===== config.mk =====
export PLATFORM = sky130hd
export DESIGN_NAME = seq_detect_ctrl
export DESIGN_NICKNAME = d
export VERILOG_FILES = /design/src/rtl/seq_detect_ctrl.sv
export SDC_FILE = /design/constraint.sdc
export NUM_CORES = 1
export LEC_CHECK = 0
export ABC_CLOCK_PERIOD_IN_PS = 2200
export BUFFER_PORTS_ARGS = -buffer_cell sky130_fd_sc_hd__buf_2
export CAP_MARGIN = 20
export CORE_ASPECT_RATIO = 2
export CORE_MARGIN = 2
export CORE_UTILIZATION = 45
export DETAILED_ROUTE_END_ITERATION = 6
export HOLD_SLACK_MARGIN = 0.02
export PLACE_DENSITY = 0.78
export SETUP_SLACK_MARGIN = 0.4
export SKIP_CTS_REPAIR_TIMING = 1
export SLEW_MARGIN = 5
export SYNTH_ARGS = -nofsm -noshare
export SYNTH_HDL_FRONTEND = slang
export SYNTH_SLANG_ARGS = --single-unit

===== constraint.sdc =====
create_clock -name clk -period 2.2 [get_ports clk]
set_input_delay 0.22 -clock clk [delete_from_list [all_inputs] [get_ports clk]]
set_output_delay 0.22 -clock clk [all_outputs]
set_load 0.005 [all_outputs]

===== src/rtl/seq_detect_ctrl.sv =====
// rtl/seq_detect_ctrl.sv - programmable serial-pattern detector with run control
module seq_detect_ctrl #(
  parameter int MAX_LEN = 8,
  parameter int LEN_W   = 4,
  parameter int CNT_W   = 8
) (
  input  logic               clk,
  input  logic               rst,
  input  logic               cfg_valid,
  output logic               cfg_ready,
  input  logic [MAX_LEN-1:0] cfg_pattern,
  input  logic [LEN_W-1:0]   cfg_len,
  input  logic               cfg_overlap,
  input  logic [CNT_W-1:0]   cfg_target,
  input  logic               start,
  input  logic               stop,
  input  logic               bit_valid,
  input  logic               bit_in,
  output logic               match,
  output logic [CNT_W-1:0]   match_count,
  output logic               busy,
  output logic               done,
  output logic               err
);

  typedef enum logic [1:0] {S_IDLE, S_RUN, S_DONE} state_t;

  state_t             state_q;
  logic [MAX_LEN-1:0] pat_q;
  logic [LEN_W-1:0]   len_q;
  logic               ovl_q;
  logic [CNT_W-1:0]   tgt_q;
  logic               loaded_q;
  logic [MAX_LEN-1:0] hist_q;
  logic [LEN_W-1:0]   hcnt_q;
  logic               cfg_ready_q;
  logic               match_q;
  logic [CNT_W-1:0]   cnt_q;
  logic               busy_q;
  logic               done_q;
  logic               err_q;

  logic               cfg_hs;
  logic               len_ok;
  logic               cfg_acc;
  logic [MAX_LEN-1:0] hist_d;
  logic [LEN_W-1:0]   hcnt_d;
  logic [MAX_LEN-1:0] mask;
  logic               hit;
  logic [CNT_W-1:0]   cnt_d;

  assign cfg_ready   = cfg_ready_q;
  assign match       = match_q;
  assign match_count = cnt_q;
  assign busy        = busy_q;
  assign done        = done_q;
  assign err         = err_q;

  assign cfg_hs  = cfg_valid && cfg_ready_q;
  assign len_ok  = (cfg_len != '0) && (cfg_len <= LEN_W'(MAX_LEN));
  assign cfg_acc = cfg_hs && len_ok;

  assign hist_d = {hist_q[MAX_LEN-2:0], bit_in};
  assign hcnt_d = (hcnt_q == LEN_W'(MAX_LEN)) ? hcnt_q : hcnt_q + 1'b1;
  assign cnt_d  = (&cnt_q) ? cnt_q : cnt_q + 1'b1;

  // Only the low len bits of history take part in the compare
  always_comb begin
    mask = '0;
    for (int i = 0; i < MAX_LEN; i++) begin
      mask[i] = (i < int'(len_q));
    end
  end

  assign hit = (hcnt_d >= len_q) && (((hist_d ^ pat_q) & mask) == '0);

  always_ff @(posedge clk or posedge rst) begin
    if (rst) begin
      state_q     <= S_IDLE;
      pat_q       <= '0;
      len_q       <= '0;
      ovl_q       <= 1'b0;
      tgt_q       <= '0;
      loaded_q    <= 1'b0;
      hist_q      <= '0;
      hcnt_q      <= '0;
      cfg_ready_q <= 1'b1;
      match_q     <= 1'b0;
      cnt_q       <= '0;
      busy_q      <= 1'b0;
      done_q      <= 1'b0;
      err_q       <= 1'b0;
    end else begin
      match_q <= 1'b0;
      err_q   <= 1'b0;

      if (cfg_hs) begin
        if (len_ok) begin
          pat_q    <= cfg_pattern;
          len_q    <= cfg_len;
          ovl_q    <= cfg_overlap;
          tgt_q    <= cfg_target;
          loaded_q <= 1'b1;
        end else begin
          err_q <= 1'b1;
        end
      end

      case (state_q)
        S_IDLE, S_DONE: begin
          // A config landing in the same cycle takes priority over start
          if (start && !cfg_acc) begin
            if (loaded_q) begin
              state_q     <= S_RUN;
              cnt_q       <= '0;
              hist_q      <= '0;
              hcnt_q      <= '0;
              busy_q      <= 1'b1;
              done_q      <= 1'b0;
              cfg_ready_q <= 1'b0;
            end else begin
              err_q <= 1'b1;
            end
          end
        end
        S_RUN: begin
          if (stop) begin
            state_q     <= S_IDLE;
            busy_q      <= 1'b0;
            done_q      <= 1'b0;
            cfg_ready_q <= 1'b1;
          end else if (bit_valid) begin
            hist_q <= hist_d;
            hcnt_q <= (hit && !ovl_q) ? '0 : hcnt_d;
            if (hit) begin
              match_q <= 1'b1;
              cnt_q   <= cnt_d;
              if ((tgt_q != '0) && (cnt_d == tgt_q)) begin
                state_q     <= S_DONE;
                done_q      <= 1'b1;
                busy_q      <= 1'b0;
                cfg_ready_q <= 1'b1;
              end
            end
          end
        end
        default: state_q <= S_IDLE;
      endcase
    end
  end

endmodule

# --- Word level (Yosys, flattened, before mapping) ---
# Index checks and enable logic that the tools add are counted.
totals:
  ff_bits: 48
  input_bits: 28
  out_inout_bits: 13
  wordCells: 110
op_classes:
  n_addsub: 2
  magnitude_cmp: 10
  n_eq_ne: 12
  mux: 49
  n_bitwise: 2
  reduce_logical: 21
ops:
  columns: ["op", "count"]
  rows:
  - ["$mux W8", 6]
  - ["$mux W4", 6]
  - ["$mux W1", 22]
  - ["$lt A3 B4 Y1 const A", 4]
  - ["$pmux W8 S2", 1]
  - ["$mux W7", 2]
  - ["$pmux W7 S2", 1]
  - ["$mux W2", 6]
  - ["$reduce_and A6 Y1", 2]
  - ["$ne A2 B2 Y1 const B", 5]
  - ["$reduce_and A5 Y1", 2]
  - ["$ne A3 B3 Y1 const B", 3]
  - ["$add A8 B1 Y8 const B", 1]
  - ["$and A8 B8 Y8", 1]
  - ["$eq A8 B8 Y1", 1]
  - ["$logic_not A8 Y1", 1]
  - ["$lt A1 B4 Y1 const A", 2]
  - ["$lt A2 B4 Y1 const A", 2]
  - ["$pmux W4 S2", 1]
  - ["$reduce_and A8 Y1", 1]
  - ["$reduce_bool A8 Y1", 1]
  - ["$xor A8 B8 Y8", 1]
  - ["$logic_and A1 B1 Y1", 7]
  - ["$pmux W1 S2", 3]
  - ["13 further kinds", 14]

# --- Depth between registers and ports, before layout ---
depth:
  depth_word: 9
  depth_mapped: 13

# --- Worst setup path after synthesis ---
# No wires, ideal clock.
synth_timing:
  path_kind: "register to register"
  start: "register len_q[3]"
  end: "register cnt_q[0], in the netlist match_count[0]"
  setup_ns: 0.125
  t_arrival_ns: 2.252
  required_time_ns: 2.075
  path_slack_ns: -0.177
  path_stages_with_launch: 8
  path_buffers: 0
  synth_period_minus_slack_ns: 2.377
  path_cell_list: "dfrtp_1 or4b_1 a2111oi_1 o21ai_1 o21ai_0 o2111ai_2 a221o_2 mux2_2"
synth_via:
  elab_chain_cells: 6
  word_cells_on_any_way: 14
synth_rtl:
  columns: ["element", "line_no", "text"]
  rows:
  - ["from (decl)", "30", "logic [LEN_W-1:0] len_q;"]
  - ["from (signal assigned)", "100", "len_q <= cfg_len;"]
  - ["$lt A1 B4 Y1 (tied with other cells)", "71", "mask[i] = (i < int'(len_q));"]
  - ["$and A8 B8 Y8", "75", "assign hit = (hcnt_d >= len_q) && (((hist_d ^ pat_q) & mask) == '0);"]
  - ["$logic_not A8 Y1", "75", null]
  - ["$logic_and A1 B1 Y1 (*)", "75", null]
  - ["$ne A2 B2 Y1 (no line) (*)", null, null]
  - ["$reduce_and A6 Y1 (no line) (*)", null, null]
  - ["to (signal assigned)", "137", "cnt_q <= cnt_d;"]
  - ["to (decl)", "38", "logic [CNT_W-1:0] cnt_q;"]
# Every way passes the cells marked *; elsewhere a longest branch is shown, timed or not.
# A chain may end at the register's enable or synchronous reset.

# --- Final worst setup path ---
layout_timing:
  start: "register hcnt_q[0]"
  end: "register hcnt_q[3]"
layout_via:
  elab_chain_cells: 9
  word_cells_on_any_way: 10
layout_rtl:
  columns: ["element", "line_no", "text"]
  rows:
  - ["from (decl)", "35", "logic [LEN_W-1:0] hcnt_q;"]
  - ["from (signal assigned)", "134", "hcnt_q <= (hit && !ovl_q) ? '0 : hcnt_d;"]
  - ["$add A4 B1 Y4 or $eq A4 B4 Y1 (tied branches)", "64", "assign hcnt_d = (hcnt_q == LEN_W'(MAX_LEN)) ? hcnt_q : hcnt_q + 1'b1;"]
  - ["$mux W4 (*)", "64", null]
  - ["$ge A4 B4 Y1", "75", null]
  - ["$logic_and A1 B1 Y1", "75", null]
  - ["$logic_and A1 B1 Y1", "134", null]
  - ["$mux W4 (*)", "134", null]
  - ["$mux W4 (*)", "132", "end else if (bit_valid) begin"]
  - ["$mux W4 (*)", "127", "if (stop) begin"]
  - ["$pmux W4 S2 (*)", "109", "case (state_q)"]
# Every way passes the cells marked *; elsewhere a longest branch is shown, timed or not. The select of a mux whose other input is x is not followed.

==> impl_results.md <==
- Status: complete, but fails checks
- Failing checks: DRC, setup timing
- Pwr/cell area: about 1100 nW/um^2
- Seq cells post-synth: between 40 and 50
- Max VDD drop: 0.951 mV
- Post-synth EDFFs: 0
- Compound-Gate Fraction of Synth Area: between 10% and 20%
- Crit path time final: approximately 2600 ps
- Post-route insts no fill: between 400 and 500
- Mux contribution to synthesized area: under 10%
- Avg Vias per Cell: about 6
- Fraction of layout cells with a size suffix above 1: around 47%
- FMAX: 392 MHz
- Post-Syn Nets: 295
- Area Overhead vs Synth: 41.0%
- Dominant cell type by area after synthesis: dfrtp_1
- Final ANT Viol Nets: 0
- Port Buffers: 40
- HP Class: primary input to async pin
- Clock buffer count from CTS: 5
- Max-slew violations: 0
- Initial antenna violation count: 0
- Clk slew on worst S/H paths: 70 ps
- MaxCap Viol Count: 0
- GPL Wtd Cong: 0.877
- Yosys Warn Count: 0
- Rows: 39
- Largest net degree at the start of global routing: 49
- DR iter-0 viols: ~90
- Startpoint types: flip-flop
- Post-synth top area share: a little over two fifths
- GRT overflow: 0
- # IOs: 41
- FFs w/ async S/R, synth: 100%
- Die footprint: approximately 6600 sq um
- Xor/xnor share of the synthesized area: between 5 and 6%
- Crit path largest cell delay: 410 ps
- # clock sinks: 48
- Fin. Hold Viols: 0
- Max clock buf depth: 2
- Routed wire length: ~8 mm
- CP max-delay cell: dfrtp_1
- Core ar.: approximately 5800 sq um
- Routed via count: roughly 2500
- Post-synthesis sequential area ratio: 44.8%
- Critical Path End Type: flip-flop
- Horiz. Die Dim: ~59 um
- RSZ-0062 raised after global routing: true
- Wire length per cell: about 19 um
- Fin crit share: 116%
- Design Area, Final: ~3800 sq um
- CP Max Fanout: 5
- Main area contributors after synthesis: dfrtp_1 44%, mux2_2 8.0%, nand2_1 3.5%
- Count leader, synth: dfrtp_1
- Final worst slack: -351 ps
- Number of global-route vias before repair: ~2500
- Clk_skew: 6.84 ps
- Initial Util: a little under half
- DR pass1 iterations: 6
- Post-Syn Instances: 260
- Setup violations, final: 18
- Fin util: 65.7%
- Layout Nets: slightly below 400
- Global router's overall resource usage: 23.5%
- First-pass GRT wire length: between 10 and 15 mm
- Synth Area in Adders: about 3.3%
- Slew of the pin with the lowest slew margin: between 600 and 700 ps
- Root Buffer Master: clkbuf_16
- Maximum level of the CTS H-tree: 2
- Largest family of logic cells by synthesized area: compound AO/OA/AOI/OAI gates
- Netlist cell types: between 50 and 60
- Cell chain of the critical path: inv_2, ha_4, nand2_4, nor2_4, xnor2_2, ha_1, nand2b_1, a211oi_1, o21bai_2, o2111ai_4, or2_2, a32o_1
- Post-synthesis simple-gate area fraction: 14.2%
- Commonest cells in the netlist: 47 x dfrtp_1, 25 x nand2_1, 19 x mux2_2
- Synthesized area per cell: approximately 10 sq um
- Post-Syn Area: ~2700 sq um
- Clock tree from TritonCTS: done
- N_diodes: 0
- DRC: 3
- Most used DFF post-synth: dfrtp_1
- Placed insts: a little under 400
- Pleak: 1.73 nW
- Slew HR: 59.6%
- Data required, critical path: approximately 2400 ps
- Die H: 113 um
- Clk Latency, worst-skew pair: roughly 300 ps
- Placed cell areas: 3290 sq um
- Final Power: approximately 4.2 mW
- Setup Crit Path Kind: flip-flop to flip-flop
- CP Data Arrival Time: roughly 2700 ps
- Hpwl dp: about 5.4 mm
- Filler cell count: roughly 450
[final timing paths]
path,startpoint,to,slack (ps),depth (start not counted)
worst max register to register,hcnt_q[0],hcnt_q[3],-350,12
worst min-delay path,rst,tgt_q[4],80,3
min in group clk,cfg_pattern[7],pat_q[7],160,2
max in group asynchronous,rst,pat_q[2],1710,3
worst min register to register,ovl_q,ovl_q,510,1
worst max-delay path,hcnt_q[0],hcnt_q[3],-350,12
[final cells by class]
cell class / count / area, sq um / share of cell area (%)
clock buffer: 7 / 143 / 3.77
clock inverter: 1 / 7.51 / 0.198
inverter: 9 / 33.8 / 0.893
multi-input combinational: 193 / 1620 / 42.9
sequential: 48 / 1200 / 31.8
tap: 61 / 76.3 / 2.02
timing repair buffer: 100 / 698 / 18.4
[logic make-up (layout without fill, tap and decap cells)]
logic type	count (synthesis)	after routing
muxes	22	22
and+or+nand+nor	75	75
DFF	48	48
AOI/OAI and AO/OA	70	71
adders and majority gates	7	7
xor gates and xnor gates	18	18
buffers and inverters	20	117
[power breakdown]
part,total [mW],internal [mW],switching [mW]
logic,1.92,0.964,0.956
registers,1.45,1.17,0.281
clock network,0.790,0.453,0.336
total,4.16,2.59,1.57
[flip-flops by register name (all words and copies together), names as in the netlist]
name / flops
match: 1
ovl_q: 1
cfg_ready: 1
loaded_q: 1
len_q: 4
hcnt_q: 4
busy: 1
err: 1
tgt_q: 8
pat_q: 8
done: 1
match_count: 8
state_q: 2
hist_q: 7
[cell usage in the layout (no fill, tap or decap), types with 4 or more instances in the layout]
cell and instances:
buf_4 52, dfrtp_1 47, buf_2 40, nand2_1 22
mux2_2 19, o21ai_0 13, a21oi_1 11, xor2_1 10
nor2_1 8, a22o_1 8, inv_1 6, nor3_1 6
nand3_1 6, xnor2_1 6, clkbuf_16 6, buf_6 6
ha_1 5, or2_2 4, a31oi_1 4, nand4_1 4
a32o_1 4
[metrics by stage]
| step | hold slack (ps) | TNS (ps) | setup WS, ps |
|---|---|---|---|
| after floorplan | 337 | -1190 | -151 |
| after global placement | 405 | -3890 | -289 |
| after detailed placement | 416 | -5530 | -405 |
| after CTS | 105 | -5640 | -410 |
| after global routing | 141 | -6440 | -436 |
| final | 78.4 | -4940 | -351 |
[per-layer routing]
| metal | up-vias | part of all wire, % | global-route usage, % |
|---|---|---|---|
| met5 | - | 0 | 0 |
| met1 | 1243 | 33 | 22.5 |
| met2 | 88 | 56 | 43.1 |
| met3 | 45 | 3.9 | 4.00 |
| met4 | 0 | 7.3 | 15.6 |
| li1 | 1161 | - | - |
[worst max-delay path, delay by kind of cell, from the launching register on]
| family | cells | cell delay [ps] |
|---|---|---|
| AOI/OAI and AO/OA | 4 | 760 |
| and+or+nand+nor | 4 | 590 |
| adders and majority gates | 2 | 450 |
| DFF | 1 | 410 |
| xor gates and xnor gates | 1 | 150 |
| buffers and inverters | 1 | 70 |
No activity file was read; power rests on OpenSTA's default activity.
